==> src/rtl/laser_error_frontend.sv <==
// Laser power loop sensing front end: serial ADC readout, 2^AVG_LOG2 sample
// averaging, and setpoint-minus-mean error saturated to a 9-bit signed word.
module laser_error_frontend #(
   parameter int unsigned ADC_BITS = 12,
   parameter int unsigned CLK_DIV  = 4,
   parameter int unsigned AVG_LOG2 = 2
) (
   input  logic                clk,
   input  logic                reset,
   input  logic                start,
   input  logic [ADC_BITS-1:0] setpoint,
   input  logic                adc_sdo,
   output logic                adc_cs_n,
   output logic                adc_sclk,
   output logic signed [8:0]   error_output,
   output logic                error_valid,
   output logic                sat,
   output logic                busy
);

   localparam int unsigned ACC_W = ADC_BITS + AVG_LOG2;
   localparam int unsigned DIV_W = $clog2(CLK_DIV);
   localparam int unsigned BIT_W = $clog2(ADC_BITS + 1);
   localparam int unsigned SMP_W = AVG_LOG2 + 1;
   localparam int unsigned N_SMP = 1 << AVG_LOG2;
   localparam int unsigned DIF_W = ADC_BITS + 1;

   localparam logic signed [DIF_W-1:0] POS_LIM = DIF_W'(255);
   localparam logic signed [DIF_W-1:0] NEG_LIM = DIF_W'(-256);

   typedef enum logic [2:0] {
      IDLE,
      SETUP,
      SHIFT,
      GAP,
      CALC
   } state_t;

   state_t              state, state_nxt;
   logic [DIV_W-1:0]    div_cnt, div_nxt;
   logic                phase, phase_nxt;
   logic [BIT_W-1:0]    bit_cnt, bit_nxt;
   logic [SMP_W-1:0]    smp_cnt, smp_nxt;
   logic [ADC_BITS-1:0] shreg, sh_nxt;
   logic [ACC_W-1:0]    acc, acc_nxt;
   logic [ADC_BITS-1:0] sp_q, sp_nxt;
   logic signed [8:0]   err_nxt;
   logic                sat_nxt, valid_nxt, busy_nxt, cs_n_nxt, sclk_nxt;
   logic                div_last;
   logic [ADC_BITS-1:0] mean;
   logic signed [DIF_W-1:0] diff;

   // State and datapath registers; all outputs are registered here.
   always_ff @(posedge clk) begin
      if (reset) begin
         state        <= IDLE;
         div_cnt      <= '0;
         phase        <= 1'b0;
         bit_cnt      <= '0;
         smp_cnt      <= '0;
         shreg        <= '0;
         acc          <= '0;
         sp_q         <= '0;
         error_output <= '0;
         sat          <= 1'b0;
         error_valid  <= 1'b0;
         busy         <= 1'b0;
         adc_cs_n     <= 1'b1;
         adc_sclk     <= 1'b0;
      end else begin
         state        <= state_nxt;
         div_cnt      <= div_nxt;
         phase        <= phase_nxt;
         bit_cnt      <= bit_nxt;
         smp_cnt      <= smp_nxt;
         shreg        <= sh_nxt;
         acc          <= acc_nxt;
         sp_q         <= sp_nxt;
         error_output <= err_nxt;
         sat          <= sat_nxt;
         error_valid  <= valid_nxt;
         busy         <= busy_nxt;
         adc_cs_n     <= cs_n_nxt;
         adc_sclk     <= sclk_nxt;
      end
   end

   // Next-state, datapath and output decode.
   always_comb begin
      state_nxt = state;
      div_nxt   = div_cnt;
      phase_nxt = phase;
      bit_nxt   = bit_cnt;
      smp_nxt   = smp_cnt;
      sh_nxt    = shreg;
      acc_nxt   = acc;
      sp_nxt    = sp_q;
      err_nxt   = error_output;
      sat_nxt   = sat;
      valid_nxt = 1'b0;
      div_last  = (div_cnt == DIV_W'(CLK_DIV - 1));
      mean      = ADC_BITS'(acc >> AVG_LOG2);
      diff      = $signed({1'b0, sp_q}) - $signed({1'b0, mean});

      case (state)
         IDLE: begin
            if (start) begin
               state_nxt = SETUP;
               sp_nxt    = setpoint;
               acc_nxt   = '0;
               smp_nxt   = '0;
               div_nxt   = '0;
            end
         end
         SETUP: begin
            if (div_last) begin
               state_nxt = SHIFT;
               div_nxt   = '0;
               phase_nxt = 1'b0;
               bit_nxt   = '0;
            end else begin
               div_nxt = div_cnt + 1'b1;
            end
         end
         SHIFT: begin
            if (!div_last) begin
               div_nxt = div_cnt + 1'b1;
            end else begin
               div_nxt = '0;
               if (!phase) begin
                  // sclk rises on this edge: sample the ADC bit now
                  phase_nxt = 1'b1;
                  sh_nxt    = {shreg[ADC_BITS-2:0], adc_sdo};
               end else if (bit_cnt == BIT_W'(ADC_BITS - 1)) begin
                  phase_nxt = 1'b0;
                  state_nxt = GAP;
                  acc_nxt   = acc + ACC_W'(shreg);
                  smp_nxt   = smp_cnt + 1'b1;
               end else begin
                  phase_nxt = 1'b0;
                  bit_nxt   = bit_cnt + 1'b1;
               end
            end
         end
         GAP: begin
            if (div_last) begin
               div_nxt   = '0;
               state_nxt = (smp_cnt < SMP_W'(N_SMP)) ? SETUP : CALC;
            end else begin
               div_nxt = div_cnt + 1'b1;
            end
         end
         CALC: begin
            valid_nxt = 1'b1;
            state_nxt = IDLE;
            if (diff > POS_LIM) begin
               err_nxt = 9'sd255;
               sat_nxt = 1'b1;
            end else if (diff < NEG_LIM) begin
               err_nxt = -9'sd256;
               sat_nxt = 1'b1;
            end else begin
               err_nxt = diff[8:0];
               sat_nxt = 1'b0;
            end
         end
         default: state_nxt = IDLE;
      endcase

      // busy covers the strobe cycle, hence the CALC term
      busy_nxt = (state_nxt != IDLE) || (state == CALC);
      cs_n_nxt = !((state_nxt == SETUP) || (state_nxt == SHIFT));
      sclk_nxt = (state_nxt == SHIFT) && phase_nxt;
   end

endmodule

==> config.mk <==
export PLATFORM = sky130hd
export DESIGN_NAME = laser_error_frontend
export DESIGN_NICKNAME = d
export VERILOG_FILES = /design/src/rtl/laser_error_frontend.sv
export SDC_FILE = /design/constraint.sdc
export NUM_CORES = 1
export LEC_CHECK = 0
export CAP_MARGIN = 15
export CORE_UTILIZATION = 40
export CTS_CLUSTER_SIZE = 8
export DETAILED_ROUTE_END_ITERATION = 6
export REMOVE_ABC_BUFFERS = 1
export SLEW_MARGIN = 25
export SYNTH_ARGS = -nofsm -noshare
export SYNTH_HDL_FRONTEND = slang
export SYNTH_SLANG_ARGS = --single-unit
==> constraint.sdc <==
create_clock -name clk -period 3.25 [get_ports clk]
set_input_delay 0.4875 -clock clk [delete_from_list [all_inputs] [get_ports clk]]
set_output_delay 0.4875 -clock clk [all_outputs]
set_load 0.03 [all_outputs]
==> results, run 1 <==
- The run finished with clean final reports.
- The reg-to-reg critical path startpoint is acc[3].
- Internal power comes to 1.37 mW.
- The sum of net half-perimeters after detailed placement is 5920 um.
- The minimum clock period is 2620 ps.
- The antenna violation net count after detailed routing is 0.
- The post-detailed-route DRC marker count is 0.
- The total number of cells along the worst setup path is 9.
- In this run, post-CTS hold repair placed 0 buffers.
- After detailed routing, the average wire length per cell comes to 13.3 um.
- The number of synthesized register bits is 65.
- The number of flops mapped to enable cells by yosys is 0.
- The CTS tree is yes.
- The peak fanout along the critical path is 9.
- For hold timing, the worst endpoint is error_output[8].
- The sink count of the clock tree is 65.
- The cell with the largest stage delay on the worst path is sky130_fd_sc_hd__dfxtp_1.
- The post-layout instance area is 4320 um^2.
- Setup violations remaining at the end of the flow were counted as 0.
- The highest clock frequency the design can meet is 382 MHz.
- The leading register cell type out of synthesis is sky130_fd_sc_hd__dfxtp_1.
- The min-delay analysis places its worst path in the category in2reg.
- At the placement stage, the worst setup path has a slack of 662 ps.
- The top cell family by delay on the critical path is compound AO/OA/AOI/OAI gates.
- The first global-routing pass estimated 14000 um of wire.
- At the pin with the least slew margin, the transition time is 661 ps.
- After synthesis the cells add up to 3710 um^2.
- Once the floorplan was initialized, standard cells occupied 42.0% of the core.
- The worst flop-to-flop path endpoint is sat.
- The power per unit of standard cell area is 436 nW/um^2.
- Counting cells, the worst reg-to-reg path comes to 9.
- The setup total negative slack is 0 ps.
- The source of the critical timing path is acc[3].
- The final worst slack is 633 ps.
- The number of buffers inserted by post-CTS setup repair is 0.
- The source-to-sink clock delay at the later pin of the worst-skew pair is 340 ps.
- The number of global-route vias before repair is 2944.
- The number of distinct library cells after synthesis is 59.
- The number of warnings issued by yosys is 0.
- The type of origin of the critical path is a register.
- The root buffer cell is sky130_fd_sc_hd__clkbuf_8.
- The final hold violation count is 0.
- The I/O pin count is 30.
- The worst max-slew margin expressed relative to the limit is 55.9%.
- The internal reg-to-reg setup slack is 630 ps.
- In the final layout, flip-flops and latches occupy 1300 um^2.
- The clock-pin slew reported for the worst setup and hold paths after clock tree synthesis is 80 ps.
- The share of synthesized area in the top cell type comes to 35.1%.
- The cell area reported after detailed placement is 4090 um^2.
- The analysis attributes to cell leakage a power of 1.67 nW.
- Once the clock tree was built, the resizer swapped 0 gates to a different size.
- The reported net switching power is 0.511 mW.
- The ratio of routed vias to standard cells is 5.31.
- The number of cells on the worst hold path is 2.
- The count of final max-slew check failures came to 0.
- In this run the vertical extent of the chip is 98.3 um.
- The routed layout has 3207 vias.
- Summing the sequential cell areas from Yosys gives 35.1% of the chip area.
- In this design, the stage delay of the slowest critical-path cell is 440 ps.
- The net count reported at finish is 538.
- The full die area is 9670 um^2.
- STA puts the critical path data required time at 3480 ps.
- The core region is 8850 um^2.
- The maximum clock insertion buffer count is 2.
- The number of port buffers is 29.
- Setup repair after global routing left no endpoint under its margin.
- For the worst setup path, the data arrival time is 2850 ps.
- The fraction of the cycle the final worst path needs is 80.5%.
- The share of power burned in the clock network is 42.3%.
- The width of the die is 98.3 um.
- The pre-antenna-repair detailed-routing pass consisted of 6 iterations.
- In this run switching power makes up 27.1% of total power.
- Sorting the synthesized cells by area gives the leading types as sky130_fd_sc_hd__dfxtp_1 (35%), sky130_fd_sc_hd__ha_1 (9.8%), sky130_fd_sc_hd__nand2_1 (8.1%).
- The proportion of layout cells with a drive suffix above 1 is 6.85%.
- The area used by multi-input combinational logic is 2230 um^2.
- The setup skew after layout is 9.30 ps.
- The critical path goes through inv_1 > ha_1 > nor2b_1 > o31a_1 > o41ai_2 > nand2_1 > o311ai_2 > a31oi_4 > a221o_1.
- IR analysis of the VDD net gives a maximum drop of 0.190 mV.
- The combinational share of power is 14.1%.
- The biggest area contributor in the post-synthesis netlist is sky130_fd_sc_hd__dfxtp_1.
- In this run the mean area of a mapped cell was 7.98 um^2.
- The area added between synthesis and finish is 16.4%.
- Summed over all layers, the routed wires come to 8060 um.
- STA classifies the critical path endpoint as a register.
- The tool flagged a number of max-cap violations equal to 0.
- The synthesized netlist cell count is 465.
- Routability-driven placement finished with a final weighted congestion of 0.806.
- The number of antenna violations at the first check in global routing was 0.
- The global route total overflow is 0.
- In the synthesized netlist, the cells that appear most often are sky130_fd_sc_hd__nand2_1 (80), sky130_fd_sc_hd__dfxtp_1 (65), sky130_fd_sc_hd__a21oi_1 (44).
- The worst hold path begins at reset.
- Counting both buffers and inverters, the worst setup path holds a total of 1.
- The antenna diode count is 0.
- The critical path in this run is classified as reg2reg.
- The share of total power dissipated in sequential elements is 43.6%.
- CTS built an H-tree with a depth of 3.
- The filler cell count is 891.
- In the synthesized netlist the async set-or-reset flop fraction comes to 0%.
- The total design power is 1.88 mW.
- The pin count of the biggest net entering global routing is 53.
- The most instantiated library cell after synthesis is sky130_fd_sc_hd__nand2_1.
- Counting the buffers created by CTS gives 9.
- Final hold analysis gives a worst-case slack of 400 ps.
- The floorplan has 34 rows.
- The total track usage is 18.1%.
- The detailed router finished its first iteration with 96 violations.
==> worst register-to-register path: stages (launching register included) <==
cell and delay [ps]:
sky130_fd_sc_hd__dfxtp_1 440, sky130_fd_sc_hd__inv_1 70, sky130_fd_sc_hd__ha_1 290, sky130_fd_sc_hd__nor2b_1 160, sky130_fd_sc_hd__o31a_1 280, sky130_fd_sc_hd__o41ai_2 380
sky130_fd_sc_hd__nand2_1 110, sky130_fd_sc_hd__o311ai_2 170, sky130_fd_sc_hd__a31oi_4 230, sky130_fd_sc_hd__a221o_1 380
==> metal layers <==
layer  vias up  GRT usage (%)  wire length [um]
met5         -              0                 0
met1      1447           23.8              3960
met3         5           3.65               289
li1       1700              -                 -
met4         0           5.51                73
met2        55           29.7              3740
==> logic make-up after synthesis <==
kind of cell	Yosys count	synth area share [%]
and+or+nand+nor	185	22.9
AOI/OAI and AO/OA	119	22.1
DFF	65	35.1
buffers and inverters	47	4.82
adders and majority gates	31	10.9
xor gates and xnor gates	17	4.01
muxes	1	0.303
==> power by group through the flow <==
stage | Clock [mW] | Sequential (mW) | Combinational [mW]
finish | 0.796 | 0.821 | 0.266
global route | 0.853 | 0.822 | 0.298
CTS | 0.818 | 0.821 | 0.267
detailed placement | 0 | 0.840 | 0.266
global placement | 0 | 0.840 | 0.262
floorplan | 0 | 0.840 | 0.187
==> layout make-up <==
cell class	count	share of cell area (%)
multi-input cells	353	51.7
repair buffers	33	7.30
clock buffers	10	3.19
inverters	29	2.52
flip-flops and latches	65	30.1
well taps	108	3.13
clock inverters	6	2.09
==> flip-flops by register name (all words and copies together), names as in the netlist, 2 cells and up <==
signal / cells
shreg: 12
error_output: 9
bit_cnt: 4
state: 3
sp_q: 12
acc: 14
smp_cnt: 3
div_cnt: 2
==> per-stage QoR <==
step	cells	utilization [%]
5_1_grt	604	48.8
4_1_cts	604	48.8
6_report	604	48.8
2_1_floorplan	447	-
3_5_place_dp	588	46.3
3_3_place_gp	588	46.3
==> how the worst max path moves through the flow <==
stage | to | slack, ps
floorplan | sat | 880
global placement | sat | 750
detailed placement | sat | 660
CTS | sat | 630
global route | sat | 390
finish | sat | 630
==> cell usage in the layout, fill, tap and decap left out, types with 3 or more instances in the layout <==
cell | netlist | final
sky130_fd_sc_hd__nand2_1 | 80 | 80
sky130_fd_sc_hd__dfxtp_1 | 65 | 65
sky130_fd_sc_hd__a21oi_1 | 44 | 44
sky130_fd_sc_hd__nor2_1 | 38 | 38
sky130_fd_sc_hd__ha_1 | 29 | 29
sky130_fd_sc_hd__clkdlybuf4s50_1 | 0 | 28
sky130_fd_sc_hd__inv_1 | 27 | 27
sky130_fd_sc_hd__nand3_1 | 16 | 16
sky130_fd_sc_hd__nor3_1 | 15 | 15
sky130_fd_sc_hd__o21ai_0 | 12 | 12
sky130_fd_sc_hd__clkbuf_8 | 0 | 10
sky130_fd_sc_hd__a31oi_1 | 9 | 9
sky130_fd_sc_hd__xor2_1 | 9 | 9
sky130_fd_sc_hd__xnor2_1 | 8 | 8
sky130_fd_sc_hd__o311ai_1 | 8 | 8
sky130_fd_sc_hd__nand3b_1 | 6 | 6
sky130_fd_sc_hd__o21a_1 | 6 | 6
sky130_fd_sc_hd__nand2b_1 | 5 | 5
sky130_fd_sc_hd__and3_1 | 5 | 5
sky130_fd_sc_hd__nor2b_1 | 4 | 4
sky130_fd_sc_hd__o211ai_1 | 4 | 4
sky130_fd_sc_hd__a211oi_1 | 4 | 4
sky130_fd_sc_hd__buf_4 | 0 | 4
sky130_fd_sc_hd__and2_1 | 3 | 3
sky130_fd_sc_hd__o22ai_1 | 3 | 3
sky130_fd_sc_hd__a21o_1 | 3 | 3
sky130_fd_sc_hd__or3_1 | 3 | 3
(Power assumes the default switching activity.)
==> inputs of run 2 (changes only) <==
==> constraint.sdc (replaced) <==
create_clock -name clk -period 2.7 [get_ports clk]
set_input_delay 0.405 -clock clk [delete_from_list [all_inputs] [get_ports clk]]
set_output_delay 0.405 -clock clk [all_outputs]
set_load 0.03 [all_outputs]
==> run 2 against run 1 <==
Flip-flop and latch count stayed put. Clock skew rose by 1.2 ps. Largest cell class unchanged. Worst setup slack got worse by 480 ps. Sequential power increased by 20%. Critical path type unchanged.
==> results, run 2 (synthesized netlist as in run 1, its figures left out) <==
- The ratio of routed vias to standard cells is 5.34.
- For this block, the routed nets add up to 8030 um of wire.
- The post-layout instance area is 4350 um^2.
- Setup violations remaining at the end of the flow were counted as 0.
- The register with the most flip-flops in the layout has 14 of them.
- The register name with the most flops is acc.
- The top cell types in the final layout, fill and taps aside, are sky130_fd_sc_hd__nand2_1 (80), sky130_fd_sc_hd__dfxtp_1 (64), sky130_fd_sc_hd__a21oi_1 (43).
- For this design, the slowest cell found on the critical path is sky130_fd_sc_hd__o311ai_2.
- The analysis attributes to net switching a power of 0.583 mW.
- The leading cell type in the layout, fill and taps excluded is sky130_fd_sc_hd__nand2_1.
- The root buffer cell is sky130_fd_sc_hd__clkbuf_8.
- The number of buffers and inverters on the critical path is 1.
- The worst path uses 94.3% of the clock period.
- The width of the die is 98.3 um.
- Across the VDD grid, the largest voltage drop is 0.262 mV.
- The clock period could shrink to 2550 ps.
- The largest registers in the layout are acc: 14 flops, shreg: 12 flops, sp_q: 12 flops.
- The number of antenna violations at the first check in global routing is 0.
- The sequential fraction of design power is 45.5%.
- The total track usage is 17.9%.
- Summing all placed instances gives a cell area of 4100 um^2.
- Pin placement for this block handled 30 I/O pins.
- The cts-stage hold buffer count is 0.
- The global route total overflow is 0.
- The per-cell routed wire length is 13.3 um.
- The internal power of the cells is 1.59 mW.
- The maximum clock insertion buffer count is 2.
- Along the worst path, the maximum fanout reaches 9.
- In this run the tightest slew margin relative to its limit is 56.2%.
- The final worst slack is 154 ps.
- The internal reg-to-reg setup slack is 150 ps.
- The delay of the slowest cell on the worst path is 510 ps.
- Once the floorplan was initialized, standard cells occupied 42.0% of the core.
- The final hold violation count is 0.
- The worst setup path is launched from a register.
- For the worst-skew pair, the clock arrives at the later sink with an insertion delay of 340 ps.
- The congestion estimate from routability-driven global placement came to 0.802.
- At the pin with the least slew margin, the transition time is 657 ps.
- Detailed routing inserted a total of 3232 vias.
- At the worst endpoint, the required time is 2940 ps.
- The repair_antennas step left the layout with diodes totalling 0.
- The tightest min-delay check is of the in2reg type.
- The number of global-route vias before repair is 3014.
- The detail route stage leaves a number of antenna-violating nets equal to 0.
- The clock net in this run drives a total of 65 sinks.
- The clock network burns 38.7% of the power.
- In this run switching power makes up 26.9% of total power.
- The CTS tree is yes.
- The first detailed-routing pass took 6 iterations.
- The endpoint type of the worst setup path is a register.
- The count of final max-slew check failures is 0.
- The post-detailed-route DRC marker count is 0.
- The H-tree generated during clock tree synthesis spans 3 levels.
- The clock-pin slew reported for the worst setup and hold paths after clock tree synthesis is 70 ps.
- Timing analysis after detailed placement gives a worst setup slack of 83.0 ps.
- The number of clock buffers added by TritonCTS is 9.
- Derived from the worst setup path, the maximum achievable clock frequency is 393 MHz.
- The proportion of layout cells with a drive suffix above 1 is 8.45%.
- The die covers 9670 um^2.
- Summed over all nets, the half-perimeter wirelength after detailed placement is 6050 um.
- The detailed router's first-iteration violation count is 106.
- The leakage power of the design is 1.68 nW.
- Walking the worst path, the cells encountered are inv_1 > ha_1 > o21a_1 > o31a_1 > o41ai_4 > o311ai_2 > a31oi_4 > a221o_1.
- On the final layout, the worst hold slack is 315 ps.
- The wire length of the first global-routing pass is 13700 um.
- For this design the ratio of total power to cell area is 499 nW/um^2.
- In this run, the combinational gates consume 15.8% of the power.
- The run finished with clean final reports.
- The area added between synthesis and finish is 17.2%.
- The core region is 8850 um^2.
- The setup skew after layout is 10.5 ps.
- The top cell family by delay on the critical path is compound AO/OA/AOI/OAI gates.
- In this run the vertical extent of the chip is 98.3 um.
- Entering global routing, the biggest net connects 31 pins.
- The number of port buffers is 29.
- The critical path in this run is classified as reg2reg.
- The placement row count is 34.
- The final layout contains 540 nets.
- For the final routed database, the setup TNS stands at 0 ps.
- The tool flagged a number of max-cap violations equal to 0.
- The total design power is 2.17 mW.
- The arrival time reported for the critical path endpoint is 2780 ps.
run 2: per-layer routing:
metal | vias up | share of wire [%] | routed length, um | track usage, %
li1 | 1702 | - | - | -
met1 | 1462 | 49 | 3950 | 23.0
met2 | 58 | 46 | 3700 | 29.3
met3 | 10 | 3.2 | 259 | 3.51
met4 | 0 | 1.5 | 122 | 7.81
met5 | - | 0 | 0 | 0
run 2: power by group through the flow:
stage	Sequential (mW)	Combinational [mW]	Clock (mW)
after detailed placement	1.01	0.323	0
after floorplan	1.01	0.226	0
after CTS	0.989	0.324	0.867
after global routing	0.990	0.381	0.905
after global placement	1.01	0.318	0
final	0.989	0.343	0.840
run 2: worst paths after layout:
| check | start | to | cells past startpoint |
|---|---|---|---|
| hold / removal | reset | error_output[8] | 2 |
| setup reg to reg | acc[5] | sat | 8 |
| setup / recovery | acc[5] | sat | 8 |
| hold reg to reg | error_output[4] | error_output[4] | 2 |
run 2: area by class of cell:
cell class | count | area (um^2)
fill | 864 | 4500
multi-input combinational | 353 | 2280
timing repair buffer | 35 | 330
tap | 108 | 135
sequential | 65 | 1300
inverter | 29 | 109
clock inverter | 3 | 40.0
clock buffer | 12 | 155
run 2: repair_timing:
item | in CTS | in global routing
buffers inserted | 0 | 1
endpoints found under the setup margin | 0 | 9
gates resized for setup | 0 | 10
run 2: through the flow:
step	util [%]	std cells
after global placement	46.3	589
after CTS	48.5	604
after detailed placement	46.3	589
after global routing	49.2	605
final	49.2	605
after floorplan	-	447
==> inputs of run 3 (changes only) <==
--- a/config.mk
+++ b/config.mk
@@ -6,9 +6,12 @@
 export NUM_CORES = 1
 export LEC_CHECK = 0
 export CAP_MARGIN = 15
+export CELL_PAD_IN_SITES_DETAIL_PLACEMENT = 0
+export CELL_PAD_IN_SITES_GLOBAL_PLACEMENT = 1
 export CORE_UTILIZATION = 40
 export CTS_CLUSTER_SIZE = 8
 export DETAILED_ROUTE_END_ITERATION = 6
+export PLACE_DENSITY_LB_ADDON = 0.1
 export REMOVE_ABC_BUFFERS = 1
 export SLEW_MARGIN = 25
 export SYNTH_ARGS = -nofsm -noshare
==> run 3 against run 2 <==
Sequential power barely moved. Clock-buffer cell count did not move. Via count barely moved. Worst hold slack improved by 18 ps. Wire length rose by 6.9%. Worst setup slack got worse by 4.8 ps.
==> results, run 3 (synthesized netlist as in run 1, its figures left out) <==
- For flop-to-flop paths, the worst setup slack is 150 ps.
- The final worst hold slack is 333 ps.
- The number of detailed-route iterations in the first pass is 6.
- The vertical die dimension is 98.3 um.
- The share of power burned in the clock network is 40.9%.
- The I/O pin count is 30.
- The register name with the most flops is acc.
- The post-detailed-route DRC marker count is 0.
- The internal portion of the total power is 1.65 mW.
- The leading cell type in the layout, fill and taps excluded is sky130_fd_sc_hd__nand2_1.
- After clock tree synthesis, the clock-pin slew on the worst setup and hold paths is 70 ps.
- In the layout the commonest cells are sky130_fd_sc_hd__nand2_1 (80), sky130_fd_sc_hd__dfxtp_1 (65), sky130_fd_sc_hd__a21oi_1 (43).
- The worst voltage drop across the vdd grid is 0.247 mV.
- The start-to-end type of the worst setup path is reg2reg.
- The worst-case hold path end point is error_output[8].
- The maximum clock insertion buffer count is 2.
- Global routing used 18.8% of the available tracks across all layers.
- For the worst setup path, the data required time is 2940 ps.
- The final hold violation count is 0.
- The critical path goes through inv_1 > ha_1 > nor2b_1 > o31a_1 > o41ai_4 > nand2_1 > o311ai_2 > a31oi_4 > a221o_1.
- The number of port buffers is 29.
- After layout, the minimum clock period comes to 2550 ps.
- The detailed router's first-iteration violation count is 142.
- Setup repair after global routing could not meet its margin everywhere.
- The combinational share of power is 15.2%.
- Static timing analysis puts the maximum clock frequency at 392 MHz.
- The filler cell count is 884.
- The clock arrives with 6.85 ps of skew.
- The worst hold path was traced through 2 stages.
- The number of antenna violations at the first check in global routing was 0.
- The antenna diode count is 0.
- The buffering stage count on the worst path with inverters included is 1.
- The clock reaches the later pin of the worst-skew pair after 350 ps.
- The number of global-route vias before repair is 2995.
- Once detail routing completed, the nets flagged for antenna violations numbered 0.
- The worst max-slew margin expressed relative to the limit is 54.6%.
- For this design, the sink count on the clock tree is 65.
- After detailed routing, the average wire length per cell comes to 14.2 um.
- Summing over every cut layer, the via total after detailed routing is 3231.
- Registers take 1300 um^2.
- CTS built an H-tree with a depth of 3.
- The delay of the slowest cell on the worst path is 420 ps.
- The area growth from synthesis to layout is 17.1%.
- The source of the critical timing path is acc[3].
- The count of final max-slew check failures is 0.
- The endpoint type of the worst setup path is a register.
- The floorplan has 34 rows.
- The pin count of the biggest net entering global routing is 52.
- The switching part of the total power is 26.5%.
- For this design the ratio of total power to cell area is 518 nW/um^2.
- The total overflow left after global routing is 0.
- The sequential fraction of design power is 43.9%.
- The largest registers in the layout are acc: 14 flops, shreg: 12 flops, sp_q: 12 flops.
- In this run the critical register-to-register path is launched from acc[3].
- The register with the most flip-flops in the layout has 14 of them.
- The count of maximum capacitance violations is 0.
- For this design the static power due to leakage is 1.68 nW.
- The final wirelength is 8580 um.
- The full die area is 9670 um^2.
- The type of the most critical hold path is in2reg.
- The slew at the pin with the worst max-slew slack is 682 ps.
- In this run the clock root is driven by a sky130_fd_sc_hd__clkbuf_8.
- Detailed placement ended at an HPWL of 6390 um.
- The number of cells on the worst reg-to-reg path is 9.
- The core area is 8850 um^2.
- The width of the die is 98.3 um.
- The top cell family by delay on the critical path is compound AO/OA/AOI/OAI gates.
- The startpoint identified for the worst hold timing path is reset.
- The peak fanout along the critical path is 9.
- STA puts the critical path data arrival time at 2790 ps.
- The number of CTS-inserted buffers is 9.
- The worst flop-to-flop path endpoint is sat.
- The worst setup path is launched from a register.
- The total setup violations reported at the end of the flow is 0.
- For the final routed database, the setup TNS stands at 0 ps.
- The cell with the largest stage delay on the worst path is sky130_fd_sc_hd__dfxtp_1.
- For this configuration, the core starts out at a cell density of 42.0%.
- After layout, the worst path uses 94.5% of the clock period.
- The wire length of the first global-routing pass is 14300 um.
- The cts-stage hold buffer count is 0.
- The design draws 2.25 mW.
- The final estimated routing congestion in global placement is 0.812.
- The reported net switching power is 0.597 mW.
- The run finished with clean final reports.
- Dividing the detail-routed via count by the number of cells gives 5.34.
- For this run, the post-layout net count is 540.
- The proportion of layout cells with a drive suffix above 1 is 7.44%.
- Summing all multi-input logic gate instances after layout gives 2260 um^2.
- The CTS tree is yes.
run 3: cell types whose count changed in the layout (fill, tap and decap cells not counted), sizes merged:
cell    before  now
bufinv       1    2
clkinv       3    2
run 3: what timing repair did:
item / in CTS / in global routing
setup endpoints to repair: 0 / 9
gates resized for setup: 0 / 5
setup buffers: 0 / 1
run 3: area by class of cell:
| class | instances | area share [%] |
|---|---|---|
| multi-input cells | 353 | 52.0 |
| well taps | 108 | 3.11 |
| flip-flops and latches | 65 | 29.9 |
| inverters | 29 | 2.51 |
| clock inverters | 3 | 1.50 |
| repair buffers | 35 | 7.60 |
| clock buffers | 12 | 3.34 |
run 3: power groups by stage:
stage                     logic (mW)  clock network [mW]  registers [mW]
after floorplan                0.226                   0            1.01
after global placement         0.322                   0            1.01
after detailed placement       0.324                   0            1.01
after CTS                      0.327               0.946           0.989
after global routing           0.376               0.991           0.990
final                          0.342               0.920           0.989
run 3: per-layer routing:
metal  share of wire, %  GRT usage, %
met3                2.3          4.08
met1                 52          25.5
met4                1.2          7.23
met5                  0             0
met2                 44          29.3
run 3: how the worst max path moves through the flow:
stage	cells past startpoint	slack [ps]	to
6_report	9	150	sat
5_1_grt	8	-40	sat
4_1_cts	8	80	error_output[1]
3_5_place_dp	8	100	error_output[1]
3_3_place_gp	9	160	sat
2_1_floorplan	8	330	sat
run 3: stage by stage:
step / utilization, % / worst slack, ps / cell area, um^2 / instances
finish: 49.1 / 149 / 4350 / 605
detailed placement: 46.3 / 100 / 4100 / 589
global placement: 46.3 / 164 / 4100 / 589
global route: 49.1 / -37.0 / 4350 / 605
CTS: 48.7 / 81.7 / 4310 / 604
floorplan: - / 330 / 3640 / 447
run 3: worst register-to-register path, cell delays in order, from the launching register on:
cell and delay (ps):
sky130_fd_sc_hd__dfxtp_1 420, sky130_fd_sc_hd__inv_1 70, sky130_fd_sc_hd__ha_1 280, sky130_fd_sc_hd__nor2b_1 150, sky130_fd_sc_hd__o31a_1 290, sky130_fd_sc_hd__o41ai_4 350, sky130_fd_sc_hd__nand2_1 110, sky130_fd_sc_hd__o311ai_2 170
sky130_fd_sc_hd__a31oi_4 220, sky130_fd_sc_hd__a221o_1 380
